--- src/rtl/fetch_control.sv ---
// rtl/fetch_control.sv - in-order instruction fetch sequencer with response FIFO and branch redirect
// Credits bound outstanding requests plus buffered words to DEPTH, so the FIFO can never overflow.
module fetch_control #(
  parameter logic [31:0] RESET_PC = 32'h0000_0000,
  parameter int          DEPTH    = 2
) (
  input  logic        clk,
  input  logic        reset,
  output logic        imem_req_o,
  output logic [31:0] imem_addr_o,
  input  logic        imem_gnt_i,
  input  logic        imem_rvalid_i,
  input  logic [31:0] imem_rdata_i,
  input  logic        pc_v_x_i,
  input  logic [31:0] pc_x_i,
  input  logic        halt_i,
  output logic [31:0] pc_o,
  output logic        inst_v_o,
  output logic [31:0] inst_o,
  output logic        busy_o
);

  localparam int          PW      = (DEPTH > 1) ? $clog2(DEPTH) : 1;
  localparam int          CW      = $clog2(DEPTH + 1);
  localparam logic [CW:0] CREDITS = (CW + 1)'(DEPTH);

  // Addresses are word aligned, so only bits [31:2] are stored anywhere.
  logic [29:0]   fpc, fpc_n;
  logic [CW-1:0] outstanding, outstanding_n;
  logic [CW-1:0] drop_cnt, drop_n;
  logic [CW-1:0] cnt, cnt_n;
  logic [CW:0]   in_use;

  logic [29:0]   fifo_pc   [DEPTH];
  logic [31:0]   fifo_inst [DEPTH];
  logic [PW-1:0] f_rd, f_wr;

  logic [29:0]   aq [DEPTH];
  logic [PW-1:0] aq_rd, aq_wr;

  logic fire;
  logic push;
  logic pop;
  logic unused_bits;

  assign unused_bits = ^pc_x_i[1:0];

  assign in_use      = {1'b0, outstanding} + {1'b0, cnt};
  assign imem_req_o  = reset & ~halt_i & ~pc_v_x_i & (in_use < CREDITS);
  assign imem_addr_o = {fpc, 2'b00};
  assign fire        = imem_req_o & imem_gnt_i;

  assign inst_v_o = reset & (cnt != '0) & ~pc_v_x_i & ~halt_i;
  assign pc_o     = {fifo_pc[f_rd], 2'b00};
  assign inst_o   = fifo_inst[f_rd];
  assign pop      = inst_v_o;

  // A word landing in a redirect cycle is wrong-path even when drop is zero.
  assign push   = imem_rvalid_i & (drop_cnt == '0) & ~pc_v_x_i;
  assign busy_o = (outstanding != '0) | (cnt != '0);

  always_comb begin
    fpc_n         = fpc;
    drop_n        = drop_cnt;
    cnt_n         = cnt;
    outstanding_n = outstanding + CW'(fire) - CW'(imem_rvalid_i);
    if (fire) begin
      fpc_n = fpc + 30'd1;
    end
    if (pc_v_x_i) begin
      fpc_n  = pc_x_i[31:2];
      // Every response still in flight after this edge belongs to the old path.
      drop_n = outstanding - CW'(imem_rvalid_i);
      cnt_n  = '0;
    end else begin
      if (imem_rvalid_i && (drop_cnt != '0)) begin
        drop_n = drop_cnt - CW'(1);
      end
      cnt_n = cnt + CW'(push) - CW'(pop);
    end
  end

  always_ff @(posedge clk or negedge reset) begin
    if (!reset) begin
      fpc         <= RESET_PC[31:2];
      outstanding <= '0;
      drop_cnt    <= '0;
      cnt         <= '0;
      f_rd        <= '0;
      f_wr        <= '0;
      aq_rd       <= '0;
      aq_wr       <= '0;
    end else begin
      fpc         <= fpc_n;
      outstanding <= outstanding_n;
      drop_cnt    <= drop_n;
      cnt         <= cnt_n;
      if (fire) begin
        aq_wr <= aq_wr + PW'(1);
      end
      if (imem_rvalid_i) begin
        aq_rd <= aq_rd + PW'(1);
      end
      if (pc_v_x_i) begin
        f_rd <= '0;
        f_wr <= '0;
      end else begin
        if (push) begin
          f_wr <= f_wr + PW'(1);
        end
        if (pop) begin
          f_rd <= f_rd + PW'(1);
        end
      end
    end
  end

  // Storage carries no reset; validity is tracked by the pointers and counts.
  always_ff @(posedge clk) begin
    if (fire) begin
      aq[aq_wr] <= fpc;
    end
    if (push) begin
      fifo_pc[f_wr]   <= aq[aq_rd];
      fifo_inst[f_wr] <= imem_rdata_i;
    end
  end

  always_ff @(posedge clk) begin
    if (reset) begin
      if (imem_rvalid_i) begin
        assert (outstanding != '0);
      end
      if (push) begin
        assert (cnt < CW'(DEPTH));
      end
    end
  end

endmodule
--- config.mk ---
export PLATFORM = sky130hd
export DESIGN_NAME = fetch_control
export DESIGN_NICKNAME = d
export VERILOG_FILES = /design/src/rtl/fetch_control.sv
export SDC_FILE = /design/constraint.sdc
export NUM_CORES = 1
export LEC_CHECK = 0
export ABC_CLOCK_PERIOD_IN_PS = 5300
export BUFFER_PORTS_ARGS = -buffer_cell sky130_fd_sc_hd__buf_4
export CORE_UTILIZATION = 50
export DETAILED_ROUTE_END_ITERATION = 10
export GPL_TIMING_DRIVEN = 0
export PLACE_DENSITY = 0.82
export SYNTH_ARGS = -nofsm -noshare
export SYNTH_HDL_FRONTEND = slang
export SYNTH_SLANG_ARGS = --single-unit
export TNS_END_PERCENT = 50
--- constraint.sdc ---
create_clock -name clk -period 5.3 [get_ports clk]
set_input_delay 0.265 -clock clk [delete_from_list [all_inputs] [get_ports clk]]
set_output_delay 0.265 -clock clk [all_outputs]
set_load 0.1 [all_outputs]
==> metrics.md <==
| Metric | Value |
|---|---|
| Slew margin rel. | `30.7%` |
| Cells along the critical path | `and2_1 -> fa_1 -> or3b_2 -> nor2_1 -> inv_2 -> clkbuf_1 -> nor2_4` |
| LEAKAGE | `0.00437 µW` |
| RSZ-0062 raised after global routing | `no` |
| Die Width | `between 100 and 150 µm` |
| CP Launch Type | `flip-flop` |
| Overall Power | `5180 µW` |
| Clock transition at path regs | `~0.060 ns` |
| Worst slew pin tran | `1.03 ns` |
| Max Fclk | `between 200 and 300 MHz` |
| Die Y | `138 µm` |
| Vias in the first global route | `5962` |
| Fraction of layout instances using a drive strength above 1 | `37.4%` |
| Register bit total from synthesis | `roughly 220` |
| Port-buffer cells | `roughly 160` |
| GRT Overall Usage | `between 20% and 30%` |
| Routed WL | `20.2 mm` |
| Final Cell Area | `between 10000 and 15000 µm²` |
| Worst path arrival time | `around 3.6 ns` |
| First-iteration detailed-routing DRC count | `510` |
| Vias | `5896` |
| Cell row count | `49` |
| Vias/cell | `5.63` |
| Max VDD drop | `between 300 and 400 µV` |
| H-tree depth | `1` |
| DR WL/cell | `~19 µm` |
| Hold WC Path Type | `input port to flip-flop` |
| Placed instance area | `10800 µm²` |
| Initial core utilization | `51.1%` |
| Initial antenna violation count | `0` |
| Main flop type after synthesis | `edfxtp_1` |
| Ant diodes | `0` |
| Layout fillers | `1251` |
| Final setup fails | `0` |
| Post-synthesis sequential area ratio | `71.0%` |
| Mapped cell area | `around 9200 µm²` |
| Min Hold Slack | `0.0140 ns` |
| Critical Path Sink Type | `flip-flop` |
| Drc violations | `0` |
| Core area | `18000 µm²` |
| Post-route ant nets | `0` |
| Status | `complete, no violations` |
| Kind of critical path | `flip-flop to flip-flop` |
| Fin. max-slew vios | `0` |
| Final worst-path cycle share | `between 60% and 70%` |
| Drt pass-1 iters | `5` |
| Synthesis-to-finish area growth | `29.3%` |
| Max Root-Sink Buffers | `3` |
| Crit-path max FO | `30` |
| Yosys warning count | `0` |
| Avg Inst Size Synth | `16.1 µm²` |
| HPWL Detailed | `about 14 mm` |
| Root buffer cell | `clkbuf_16` |
| Largest net degree at the start of global routing | `44` |
| Post-CTS sizing | `0` |
| Asr flop ratio synth | `between 15 and 20%` |
| Tmin final | `3.45 ns` |
| Post-synth EDFFs | `184` |
| CTS Sinks | `224` |
| Final hold viol count | `0` |
| Cell count after synthesis | `between 500 and 600` |
| Power per standard cell area | `436 nW/µm²` |
| Count of cell types in the netlist | `56` |
| Max-Cap Viols | `0` |
| NumNets Final | `881` |
| Critical path's slowest cell | `nor2_4` |
| Total grt overflow | `0` |
| GPL Wtd Cong | `0.906` |
| Die area | `18900 µm²` |
| Clk_lat worst skew | `0.49 ns` |
| CTS buffer count | `22` |
| First-pass GRT wire length | `31.0 mm` |
| I/O pins | `169` |
| Clock Skew | `0.00796 ns` |
| Crit-path max cell delay | `0.83 ns` |
| CP required | `5.41 ns` |
| CTS tree | `built` |
## metal layers
| metal | up-vias | share of wire (%) | track usage, % |
|---|---|---|---|
| met4 | 0 | 2.0 | 6.96 |
| li1 | 2696 | - | - |
| met2 | 283 | 50 | 37.1 |
| met5 | - | 0 | 0 |
| met3 | 31 | 8.7 | 5.08 |
| met1 | 2886 | 40 | 27.0 |
## path summary, 6_finish.rpt
| check | startpoint | to | cells past startpoint | slack, ns |
|---|---|---|---|---|
| worst max-delay path | outstanding[0]$_DFF_PN0_ | aq[0][17]$_DFFE_PP_ | 7 | 1.85 |
| worst min-delay path | pc_x_i[23] | fpc[21]$_DFFE_PN0P_ | 3 | 0.01 |
| worst max register to register | outstanding[0]$_DFF_PN0_ | aq[0][17]$_DFFE_PP_ | 7 | 1.85 |
| worst min register to register | fpc[28]$_DFFE_PN0P_ | aq[0][28]$_DFFE_PP_ | 0 | 0.52 |
| max in group asynchronous | reset | fpc[9]$_DFFE_PN0P_ | 2 | 4.61 |
| min in group asynchronous | reset | fpc[17]$_DFFE_PN0P_ | 2 | 0.30 |
## sequential cells by signal, indices dropped and copies added, names as in the netlist
name and count:
cnt 2, fifo_pc 60, aq_rd 1, outstanding 2, fifo_inst 64, drop_cnt 2
aq_wr 1, f_rd 1, aq 60, fpc 30, f_wr 1
## synth_stat cells (3+ instances only)
master / count / area, µm²
buf_1: 4 / 15.0
dfrtp_1: 40 / 1000
and4_1: 3 / 26.3
mux2_2: 92 / 1040
clkbuf_1: 17 / 63.8
xnor2_1: 7 / 61.3
buf_4: 4 / 30.0
and2_1: 6 / 37.5
a31oi_1: 3 / 18.8
nand3_1: 20 / 100
nor2b_1: 7 / 43.8
xor2_1: 3 / 26.3
nor2_1: 15 / 56.3
a22oi_1: 4 / 30.0
nand4_1: 11 / 68.8
o211ai_1: 11 / 82.6
inv_1: 11 / 41.3
nor3_1: 9 / 45.0
o21ai_0: 9 / 45.0
edfxtp_1: 184 / 5530
o31ai_1: 4 / 30.0
a221o_1: 8 / 80.1
nand2_1: 30 / 113
buf_2: 3 / 15.0
ha_1: 7 / 87.6
nor3b_1: 3 / 22.5
o311ai_0: 12 / 105
or4_1: 3 / 22.5
and3_1: 6 / 37.5
## timing repair
action                                 in CTS  in global routing
buffers inserted                            0                  0
hold buffers                               40                  0
endpoints found under the hold margin     111                  0
## where the power goes
group	total, µW	internal, µW	switching (µW)
Clock	1460	846	609
Sequential	2230	2110	118
Combinational	1500	421	1080
Total	5180	3380	1800
## metrics by stage
stage / util (%) / setup TNS, ns / worst slack, ns / instances
2_1_floorplan: - / 0 / 1.46 / 574
5_1_grt: 66.1 / 0 / 1.65 / 1048
6_report: 66.1 / 0 / 1.85 / 1048
4_1_cts: 66.1 / 0 / 1.65 / 1048
3_3_place_gp: 59.6 / -31.02 / -0.256 / 965
3_5_place_dp: 60.1 / 0 / 1.68 / 968
## final cells by class
type                            instances  area (µm²)  share of cell area, %
Sequential cell                       224        6530                   55.0
Multi-Input combinational cell        310        2530                   21.3
Timing Repair Buffer                  205        1690                   14.2
Clock buffer                           31         606                   5.10
Tap cell                              229         287                   2.41
Buffer                                 28         124                   1.04
Clock inverter                          9        70.1                  0.590
Inverter                               12        45.0                  0.379
## worst max-delay path: cells and delay by family (launching register included)
| kind | cells | cell delay [ns] |
|---|---|---|
| simple gates | 4 | 1.72 |
| fa+ha+maj | 1 | 0.48 |
| flops | 1 | 0.41 |
| buf+inv | 2 | 0.46 |
## cells in the final DEF, fill, tap and decap left out, drive strengths merged, types with 6 or more instances in the layout
master / Yosys / final
o21ai: 9 / 9
edfxtp: 184 / 184
nand4: 12 / 12
clkbuf: 17 / 48
inv: 12 / 12
mux2: 92 / 92
o311ai: 13 / 13
and2: 7 / 7
xnor2: 7 / 7
buf: 11 / 176
o211ai: 11 / 11
nor2b: 7 / 7
dfrtp: 40 / 40
nor3: 9 / 9
clkinv: 0 / 7
and3: 6 / 6
dlygate4sd3: 0 / 40
a221o: 8 / 8
nor2: 15 / 15
nand2: 30 / 30
ha: 7 / 7
nand3: 20 / 20
## cell families after synthesis
kind of cell	count (synthesis)	share of synthesized area, %
flip-flops	224	71.0
AO/OA/AOI/OAI	67	5.72
XOR/XNOR	10	0.953
buffers and inverters	40	1.84
other	1	0.0408
AND/OR/NAND/NOR	127	7.74
adder cells (fa/ha/maj)	8	1.17
multiplexers	94	11.5
Note: power is estimated with default switching activity, not from simulation.
